[src/rtl/stream_frame_gate.sv]
// Gates whole sensor frames on the AND of stream enable, acquisition start and
// encryption state, with a fixed two-cycle latency and passed/dropped frame counters.
module stream_frame_gate #(
    parameter int SENSOR_DAT_WIDTH = 10,
    parameter int CHANNEL_NUM      = 4,
    parameter int CNT_WD           = 16
) (
    input  logic                                      clk_pix,
    input  logic                                      reset_pix,
    input  logic                                      i_fval,
    input  logic                                      i_lval,
    input  logic [SENSOR_DAT_WIDTH*CHANNEL_NUM-1:0]   iv_pix_data,
    input  logic                                      i_stream_enable,
    input  logic                                      i_acquisition_start,
    input  logic                                      i_encrypt_state,
    output logic                                      o_fval,
    output logic                                      o_lval,
    output logic [SENSOR_DAT_WIDTH*CHANNEL_NUM-1:0]   ov_pix_data,
    output logic                                      o_frame_done,
    output logic [CNT_WD-1:0]                         ov_frame_cnt,
    output logic [CNT_WD-1:0]                         ov_drop_cnt
);

    localparam int                 DAT_WD   = SENSOR_DAT_WIDTH * CHANNEL_NUM;
    localparam logic [CNT_WD-1:0]  CNT_ONE  = {{(CNT_WD-1){1'b0}}, 1'b1};
    localparam logic [CNT_WD-1:0]  CNT_ZERO = {CNT_WD{1'b0}};
    localparam logic [DAT_WD-1:0]  DAT_ZERO = {DAT_WD{1'b0}};

    typedef enum logic [1:0] {
        IDLE = 2'd0,
        PASS = 2'd1,
        DROP = 2'd2
    } state_t;

    state_t              state_r;
    logic                fval_prev_r;
    logic                rise_s;
    logic                fall_s;
    logic                enable_s;
    logic                pass_s;
    logic                done_s;
    logic                drop_s;

    logic                pass_d1_r;
    logic                lval_d1_r;
    logic [DAT_WD-1:0]   data_d1_r;
    logic                done_d1_r;
    logic                drop_d1_r;

    // Edge detection and per-cycle gate decision; the rising-edge cycle itself
    // is admitted so the output frame starts with its first input cycle.
    always_comb begin
        rise_s   = i_fval & ~fval_prev_r;
        fall_s   = ~i_fval & fval_prev_r;
        enable_s = i_stream_enable & i_acquisition_start & i_encrypt_state;
        pass_s   = 1'b0;
        done_s   = 1'b0;
        drop_s   = 1'b0;
        case (state_r)
            IDLE: begin
                if (rise_s && enable_s) begin
                    pass_s = 1'b1;
                end else begin
                    pass_s = 1'b0;
                end
            end
            PASS: begin
                pass_s = i_fval;
                done_s = fall_s;
            end
            DROP: begin
                drop_s = fall_s;
            end
            default: begin
                pass_s = 1'b0;
                done_s = 1'b0;
                drop_s = 1'b0;
            end
        endcase
    end

    // Frame gate FSM: the pass/drop decision is latched at the rising edge only.
    always_ff @(posedge clk_pix) begin
        if (reset_pix) begin
            state_r <= IDLE;
        end else begin
            case (state_r)
                IDLE: begin
                    if (rise_s) begin
                        state_r <= enable_s ? PASS : DROP;
                    end else begin
                        state_r <= IDLE;
                    end
                end
                PASS, DROP: begin
                    if (fall_s) begin
                        state_r <= IDLE;
                    end else begin
                        state_r <= state_r;
                    end
                end
                default: state_r <= IDLE;
            endcase
        end
    end

    // First pipeline stage; previous-fval resets high so a frame already in
    // flight at reset release never looks like a new frame.
    always_ff @(posedge clk_pix) begin
        if (reset_pix) begin
            fval_prev_r <= 1'b1;
            pass_d1_r   <= 1'b0;
            lval_d1_r   <= 1'b0;
            data_d1_r   <= DAT_ZERO;
            done_d1_r   <= 1'b0;
            drop_d1_r   <= 1'b0;
        end else begin
            fval_prev_r <= i_fval;
            pass_d1_r   <= pass_s;
            lval_d1_r   <= i_lval;
            data_d1_r   <= iv_pix_data;
            done_d1_r   <= done_s;
            drop_d1_r   <= drop_s;
        end
    end

    // Output stage: masked stream, done pulse and wrapping frame statistics.
    always_ff @(posedge clk_pix) begin
        if (reset_pix) begin
            o_fval       <= 1'b0;
            o_lval       <= 1'b0;
            ov_pix_data  <= DAT_ZERO;
            o_frame_done <= 1'b0;
            ov_frame_cnt <= CNT_ZERO;
            ov_drop_cnt  <= CNT_ZERO;
        end else begin
            o_fval       <= pass_d1_r;
            o_lval       <= pass_d1_r & lval_d1_r;
            ov_pix_data  <= (pass_d1_r && lval_d1_r) ? data_d1_r : DAT_ZERO;
            o_frame_done <= done_d1_r;
            ov_frame_cnt <= done_d1_r ? (ov_frame_cnt + CNT_ONE) : ov_frame_cnt;
            ov_drop_cnt  <= drop_d1_r ? (ov_drop_cnt + CNT_ONE) : ov_drop_cnt;
        end
    end

endmodule

[config.mk]
export PLATFORM = sky130hd
export DESIGN_NAME = stream_frame_gate
export DESIGN_NICKNAME = d
export VERILOG_FILES = /design/src/rtl/stream_frame_gate.sv
export SDC_FILE = /design/constraint.sdc
export NUM_CORES = 1
export LEC_CHECK = 0
export CAP_MARGIN = 20
export CORE_AREA = 2 2 96 98
export DETAILED_ROUTE_END_ITERATION = 7
export DIE_AREA = 0 0 98 100
export HOLD_SLACK_MARGIN = 0.08
export PLACE_DENSITY_LB_ADDON = 0.05
export SLEW_MARGIN = 10
export SYNTH_ARGS = -nofsm -noshare
export SYNTH_HDL_FRONTEND = slang
export SYNTH_SLANG_ARGS = --single-unit
[constraint.sdc]
create_clock -name clk_pix -period 2.15 [get_ports clk_pix]
set_input_delay 0.215 -clock clk_pix [delete_from_list [all_inputs] [get_ports clk_pix]]
set_output_delay 0.215 -clock clk_pix [all_outputs]
set_load 0.005 [all_outputs]
# Yosys cells after proc, flatten, opt, wreduce, memory -nomap -nowiden
# Cells that the tools add are included.
word_totals:
  ff_bits: 122
  in_bits: 47
  output_inout_bits: 75
  elab_cells: 41
classes:
  addsub: 2
  n_eq_ne: 3
  mux: 6
  n_bitwise: 10
  n_reduce_logical: 7
op_table:
  columns: ["op", "count"]
  rows:
  - ["adder 16 x 1 -> 16 bit (second input constant)", 2]
  - ["OR reduction 2 bit", 4]
  - ["two-way mux 2 bit", 3]
  - ["bitwise AND 1 bit", 5]
  - ["NOT 1 bit", 5]
  - ["case mux 2 bit (2 select lines)", 1]
  - ["== test 2 x 1 -> 1 bit (second input constant)", 1]
  - ["== test 2 bit (second input constant)", 1]
  - ["logical AND 1 bit", 2]
  - ["logical NOT 2 bit", 1]
  - ["inequality test 2 bit (second input constant)", 1]
  - ["case mux 1 bit (2 select lines)", 1]
  - ["two-way mux 1 bit", 1]

# Depth between registers and ports, before layout
# Gate-level depths: netlist of the first run.
logic_depth:
  word_depth: 5
  mapped_depth: 6
  ltp_nobuf: 6

# Worst setup path after synthesis of the first run
# No wires, ideal clock.
synth_path:
  path_kind: "reg2reg"
  from: "register ov_frame_cnt[3]"
  to: "register ov_frame_cnt[15]"
  setup_ps: 71
  arrival_time_ps: 1509
  t_required_ps: 2079
  path_slack_ps: 571
  stages_incl_launch_ff: 5
  n_path_buf: 0
  period_less_slack_ps: 1579
  cell_sequence: "dfxtp_1 -> nand4_4 -> or3_1 -> or4_1 -> a21oi_1"
synth_between:
  elab_chain_cells: 1
synth_rtl:
  columns: ["item", "line_no", "rtl"]
  rows:
  - ["from (decl)", "20", "output logic [CNT_WD-1:0] ov_frame_cnt,"]
  - ["from (signal assigned)", "141", "ov_frame_cnt <= done_d1_r ? (ov_frame_cnt + CNT_ONE) : ov_frame_cnt;"]
  - ["adder 16 x 1 -> 16 bit", "141", null]
# No other way between the ends.
# A chain may end at the register's enable or synchronous reset.

# Worst setup path in the final report of the first run
layout_path:
  from: "register ov_frame_cnt[2]"
  to: "output ov_frame_cnt[2]"
# No word-level cell between the ends.

==> results of run 1 <==
-- placed cells by master, fill, tap and decap left out --
cell type and n:
nand3_1 6, clkbuf_8 2, nand4_4 2, nor3_1 8
xor2_1 7, ha_1 5, xnor2_1 18, o21ai_0 4
a21oi_1 6, o31ai_1 1, buf_4 4, mux2i_1 3
nor2b_1 42, or3_1 4, nor2b_2 1, nand3b_1 1
nand2_1 13, or4_1 1, inv_1 11, nand4_1 8
clkbuf_16 16, inv_6 5, a2bb2oi_1 1, a21o_1 1
nor4_1 9, bufinv_16 4, dfxtp_1 122, clkdlybuf4s50_1 120
or3_2 1, and3_1 42, and2_1 1, clkinvlp_4 1
inv_8 1, clkinv_4 3, buf_2 1, nor2_1 34
-- path summary, 6_finish.rpt --
| check | startpoint | to | cells after the start |
|---|---|---|---|
| hold / removal | reset_pix | ov_drop_cnt[4] | 2 |
| setup reg to reg | ov_frame_cnt[2] | ov_frame_cnt[15] | 4 |
| hold reg to reg | data_d1_r[35] | ov_pix_data[35] | 1 |
| setup / recovery | ov_frame_cnt[2] | ov_frame_cnt[2] | 1 |
-- metrics by stage --
stage | utilization, % | hold WS (ns) | instances | setup slack [ns]
5_1_grt | 65.97 | 0.1055 | 620 | 0.3012
3_3_place_gp | 58.80 | 0.4385 | 588 | 0.5347
4_1_cts | 65.97 | 0.08433 | 620 | 0.3705
2_1_floorplan | - | 0.3107 | 371 | 0.5708
6_report | 65.97 | 0.1096 | 620 | 0.3946
3_5_place_dp | 58.80 | 0.4436 | 588 | 0.4530
-- Yosys cell counts (3+ instances only) --
library cell / count
mux2i_1: 3
nand2_1: 13
or3_1: 4
nand4_1: 8
xor2_1: 7
and3_1: 42
ha_1: 5
nor2b_1: 43
nor4_1: 9
o21ai_0: 4
dfxtp_1: 122
buf_1: 3
xnor2_1: 18
clkbuf_1: 14
nand3_1: 6
inv_1: 11
a21oi_1: 6
nor2_1: 34
nor3_1: 8
-- flip-flops by register name, indices dropped and copies added (netlist names), 2 cells and up --
name          count
ov_frame_cnt     16
state_r           2
data_d1_r        40
ov_drop_cnt      16
ov_pix_data      40
-- layout make-up --
cell class	instances	area, um^2
Fill cell	702	3025
Sequential cell	122	2442
Multi-Input combinational cell	219	1369
Timing Repair Buffer	125	1236
Clock buffer	18	427.9
Clock inverter	14	209.0
Tap cell	111	138.9
Inverter	11	41.29
-- per-layer routing --
| layer | up-vias | routed length, um | GRT usage [%] |
|---|---|---|---|
| met5 | - | 0 | 0 |
| met4 | 0 | 87 | 7.906 |
| met3 | 6 | 480 | 5.919 |
| met2 | 85 | 3887 | 27.56 |
| met1 | 1356 | 3622 | 20.24 |
| li1 | 1480 | - | - |
-- logic make-up after synthesis --
kind of cell    count (synthesis)  share of synthesized area [%]
fa+ha+maj                       5                          1.594
flops                         122                          62.24
mux                             3                         0.7653
buf+inv                        30                          2.933
xor+xnor                       25                          5.580
compound gates                 13                          1.882
simple gates                  173                          25.00
-- report_power, final --
group | internal, uW | switching (uW)
logic | 99.4 | 56.7
clock network | 1940 | 1040
registers | 2300 | 9.40
==> results.cfg, run 1 <==
[run_status]
status = finished clean

[detailed_routing]
antenna_left = 0
drt-pass1-iter-count = 4
vias_per_cell = 4.721
routed_wl_um = 8077
vias = 2927
drc = 0
wl_per_cell_um = 13.03
first_iter_violations = 47

[critical_path]
end_kind = output port
worstPathArrival_ns = 1.54
crit_chain = clkdlybuf4s50_1
cp_slowest_cell = clkdlybuf4s50_1
crit_buf_inv = 1
crit_path_max_fanout = 5
start_kind = register
reg2reg_setup_slack_ns = 0.42
required_ns = 1.93
path_class = reg2out
slowest_delay_ns = 0.58
crit_family = buffers and inverters

[clocking]
cts-htree-levels = 4
cts_tree = yes
numCtsBuffers = 17
cts_root_buf = clkbuf_8
clock_sinks = 122
cts.path.max_buffers = 2
post_cts_resized = 0
clk_pin_slew_worst_paths_ns = 0.06
insertion_delay_ns = 0.50
cts_hold_buffers = 0
post_cts_buffers = 0

[sta]
hold_viol = 0
finalCriticalPeriod_ns = 1.755
finalSetupTns_ns = 0
final.setup_skew_ns = 0.005654
rsz0062_at_grt = false
slew_headroom_pct = 66.58
max_freq_ghz = 0.5697
period_share_pct = 81.65
worst_pin_slew_ns = 0.4999
finalSetupViolCount = 0
drv_slew = 0

[floorplanning]
die_h_um = 100
design.core.area_mm2 = 0.008890
die_x_um = 98
die_area_mm2 = 0.009800
num_rows = 35
ios = 122
initial_utilization_pct = 44.14

[cells_and_area]
drive_gt1_share_pct = 8.055
finish.net_count = 548
diodes = 0
final_area_mm2 = 0.005864
area_growth_pct = 49.46

[logic_synthesis]
synth-seq-area-share_pct = 62.24
async_flop_share_pct = 0
synth-seq-cells = 122
synth_top_area_share_pct = 62.24
avgSynthCellArea_um2 = 10.58
ys.warnings.count = 0
ys.flop_type = dfxtp_1
synth_edf_count = 0
synth_area_mm2 = 0.003924
ys_top_cells_by_area = dfxtp_1 62%, nor2b_1 6.9%, and3_1 6.7%, xnor2_1 4.0%, nor2_1 3.3%
yosys.area.top_type = dfxtp_1
syn_nets = 423
synth_cells = 371
ys_types = 29

[pwr]
p_leak_uw = 0.002335
ir_worst_vdd_uv = 442.0
power_density_mw_per_mm2 = 930.9
power_uw = 5459

[global_routing]
grt_pass1_vias = 2834
grt_usage_pct = 16.94
grt_pass1_wl_um = 13190
antenna_found_initial = 0
grt_overflow = 0
grt_max_degree = 42

[placement]
gp_congestion = 0.7711
port_buffers = 121
dpl.hpwl_um = 5226
place_area_mm2 = 0.005228

[worst_hold_path]
hp-class = in2reg

[flow_run]
maxCapViolCount = 0
Note: power is estimated with default switching activity, not from simulation.
==> run 2, diff against run 1 <==
--- a/config.mk
+++ b/config.mk
@@ -6,9 +6,9 @@
 export NUM_CORES = 1
 export LEC_CHECK = 0
 export CAP_MARGIN = 20
-export CORE_AREA = 2 2 96 98
+export CORE_AREA = 2 2 101 103
 export DETAILED_ROUTE_END_ITERATION = 7
-export DIE_AREA = 0 0 98 100
+export DIE_AREA = 0 0 103 105
 export HOLD_SLACK_MARGIN = 0.08
 export PLACE_DENSITY_LB_ADDON = 0.05
 export SLEW_MARGIN = 10
==> constraint.sdc (replaced) <==
create_clock -name clk_pix -period 1.5 [get_ports clk_pix]
set_input_delay 0.15 -clock clk_pix [delete_from_list [all_inputs] [get_ports clk_pix]]
set_output_delay 0.15 -clock clk_pix [all_outputs]
set_load 0.005 [all_outputs]
==> results.cfg, run 2 (synthesis results as in run 1) <==
[global_routing]
grt_pass1_wl_um = 13830
grt_pass1_vias = 2946
grt_overflow = 0
grt_max_degree = 79
antenna_found_initial = 0
grt_usage_pct = 16.43

[pwr]
pwr-share-seq_pct = 43.7
p_int_uw = 5941
clkPwrFrac_pct = 53.2
ir_worst_vdd_uv = 777.1
sw_frac_of_total_pct = 21.55
p_leak_uw = 0.003032
p_comb_share_pct = 3.1
power_density_mw_per_mm2 = 1231
p_sw_uw = 1632

[critical_path]
reg2reg_setup_slack_ns = -0.003
crit_family = simple AND/OR/NAND/NOR gates
start_kind = register
slowest_delay_ns = 0.43
critPathCapture = ov_frame_cnt[15]
worstPathArrival_ns = 1.93
path_class = reg2reg
cp_slowest_cell = or4_1
crit_path_max_fanout = 2
end_kind = register
crit_buf_inv = 1
required_ns = 1.93
r2r_end = ov_frame_cnt[15]
regToRegStartpoint = ov_frame_cnt[4]
crit_chain = buf_6 -> nand4_4 -> or3_1 -> or4_1 -> a21oi_2
crit_path_start = ov_frame_cnt[4]
r2r_cells = 5
path_depth = 5

[worst_hold_path]
hp-class = in2reg

[cells_and_area]
fillerInstances = 846
final_cell_mix = 96 x dfxtp_1, 65 x clkdlybuf4s50_1, 42 x nor2b_1, 42 x and3_1, 35 x dlygate4sd2_1
post_layout_nonfiller_instances = 671
diodes = 0
reg_top3 = data_d1_r x40, ov_pix_data x40
mostFrequentLayoutCell = dfxtp_1
area_growth_pct = 56.76
drive_gt1_share_pct = 18.22
finish.net_count = 577

[run_status]
status = finished, violations left
violations = negative setup slack

[floorplanning]
ios = 122
die_h_um = 105
design.core.area_mm2 = 0.009639
die_area_mm2 = 0.01082
initial_utilization_pct = 40.71
die_x_um = 103
num_rows = 36

[sta]
final.setup_skew_ns = 0.008051
finalCriticalPeriod_ns = 1.503
slew_headroom_pct = 75.10
timing.final.ws_setup_ns = -0.002903
max_freq_ghz = 0.6654
rsz0062_at_grt = true
worst_pin_slew_ns = 0.3735
drv_slew = 0
finalSetupTns_ns = -0.002903
hold_viol = 0
finalSetupViolCount = 1
period_share_pct = 100.2

[detailed_routing]
routed_wl_um = 8741
wl_per_cell_um = 13.03
vias_per_cell = 4.531
antenna_left = 0
drc = 0
first_iter_violations = 81
vias = 3040
drt-pass1-iter-count = 4

[flow_run]
maxCapViolCount = 0

[clocking]
insertion_delay_ns = 0.50
cts_root_buf = clkbuf_8
cts_tree = yes
clk_pin_slew_worst_paths_ns = 0.06
cts.path.max_buffers = 2
cts-htree-levels = 4
clock_sinks = 122
numCtsBuffers = 17

[placement]
gp_congestion = 0.7717
dpl.hpwl_um = 5592
port_buffers = 121
dp_cells = 628
place_ws_ns = 0.01671
-- run 2: cell types whose count changed in the layout (fill, tap and decap cells not counted), moves of 2 or more --
| cell | previous run | this run |
|---|---|---|
| dlymetal6s2s_1 | 0 | 20 |
| dfxtp_2 | 0 | 22 |
| dfxtp_4 | 0 | 4 |
| buf_4 | 4 | 29 |
| clkdlybuf4s50_1 | 120 | 65 |
| buf_6 | 0 | 2 |
| dlygate4sd2_1 | 0 | 35 |
| bufinv_16 | 4 | 2 |
| dfxtp_1 | 122 | 96 |
-- run 2: repair_timing --
action	CTS	global route
gates resized for setup	61	25
setup endpoints to repair	39	22
hold endpoints to repair	7	0
hold buffers	1	0
pin swaps	1	1
buffers inserted	9	1
-- run 2: area by class of cell --
cell class,count,area (um^2),area share (%)
clock inverter,13,156.4,2.543
inverter,11,41.29,0.6713
clock buffer,19,441.7,7.181
tap,133,166.4,2.705
timing repair buffer,154,1483,24.10
multi-input combinational,219,1378,22.40
sequential,122,2485,40.40
-- run 2: power groups by stage --
stage | sequential [uW] | clock [uW] | combinational, uW
global placement | 3380 | 0 | 230
CTS | 3310 | 4120 | 236
detailed placement | 3390 | 0 | 231
global route | 3310 | 4260 | 253
finish | 3310 | 4030 | 233
floorplan | 3380 | 0 | 82.0
-- run 2: worst min path at each step --
stage | end | slack (ns) | start | cells after the start
after global placement | ov_pix_data[37] | 0.44 | data_d1_r[37] | 1
after detailed placement | ov_pix_data[2] | 0.44 | data_d1_r[2] | 1
final | data_d1_r[8] | 0.19 | iv_pix_data[8] | 2
after floorplan | fval_prev_r | 0.25 | reset_pix | 2
after CTS | data_d1_r[8] | 0.17 | iv_pix_data[8] | 2
after global routing | data_d1_r[36] | 0.18 | iv_pix_data[36] | 2
-- run 2: through the flow --
step	power (uW)	area, um^2	utilization [%]	hold slack (ns)
6_report	7573	6151	63.81	0.1884
5_1_grt	7830	6151	63.81	0.1807
4_1_cts	7660	6077	63.05	0.1674
3_5_place_dp	3617	5408	56.10	0.4443
3_3_place_gp	3614	5408	56.10	0.4390
2_1_floorplan	3465	3929	-	0.2457
-- run 2: worst register-to-register path, delay by kind of cell, from the launching register on --
kind,cells,cell delay [ns]
compound gates,1,0.14
buf+inv,1,0.10
flops,1,0.34
simple gates,3,0.85
-- run 2: routing by layer --
layer  track usage (%)  up-vias  wire, um
li1                  -     1538         -
met1             20.15     1408      3876
met2             26.86       83      4307
met3             4.883       11       453
met4             6.203        0       104
met5                 0        -         0
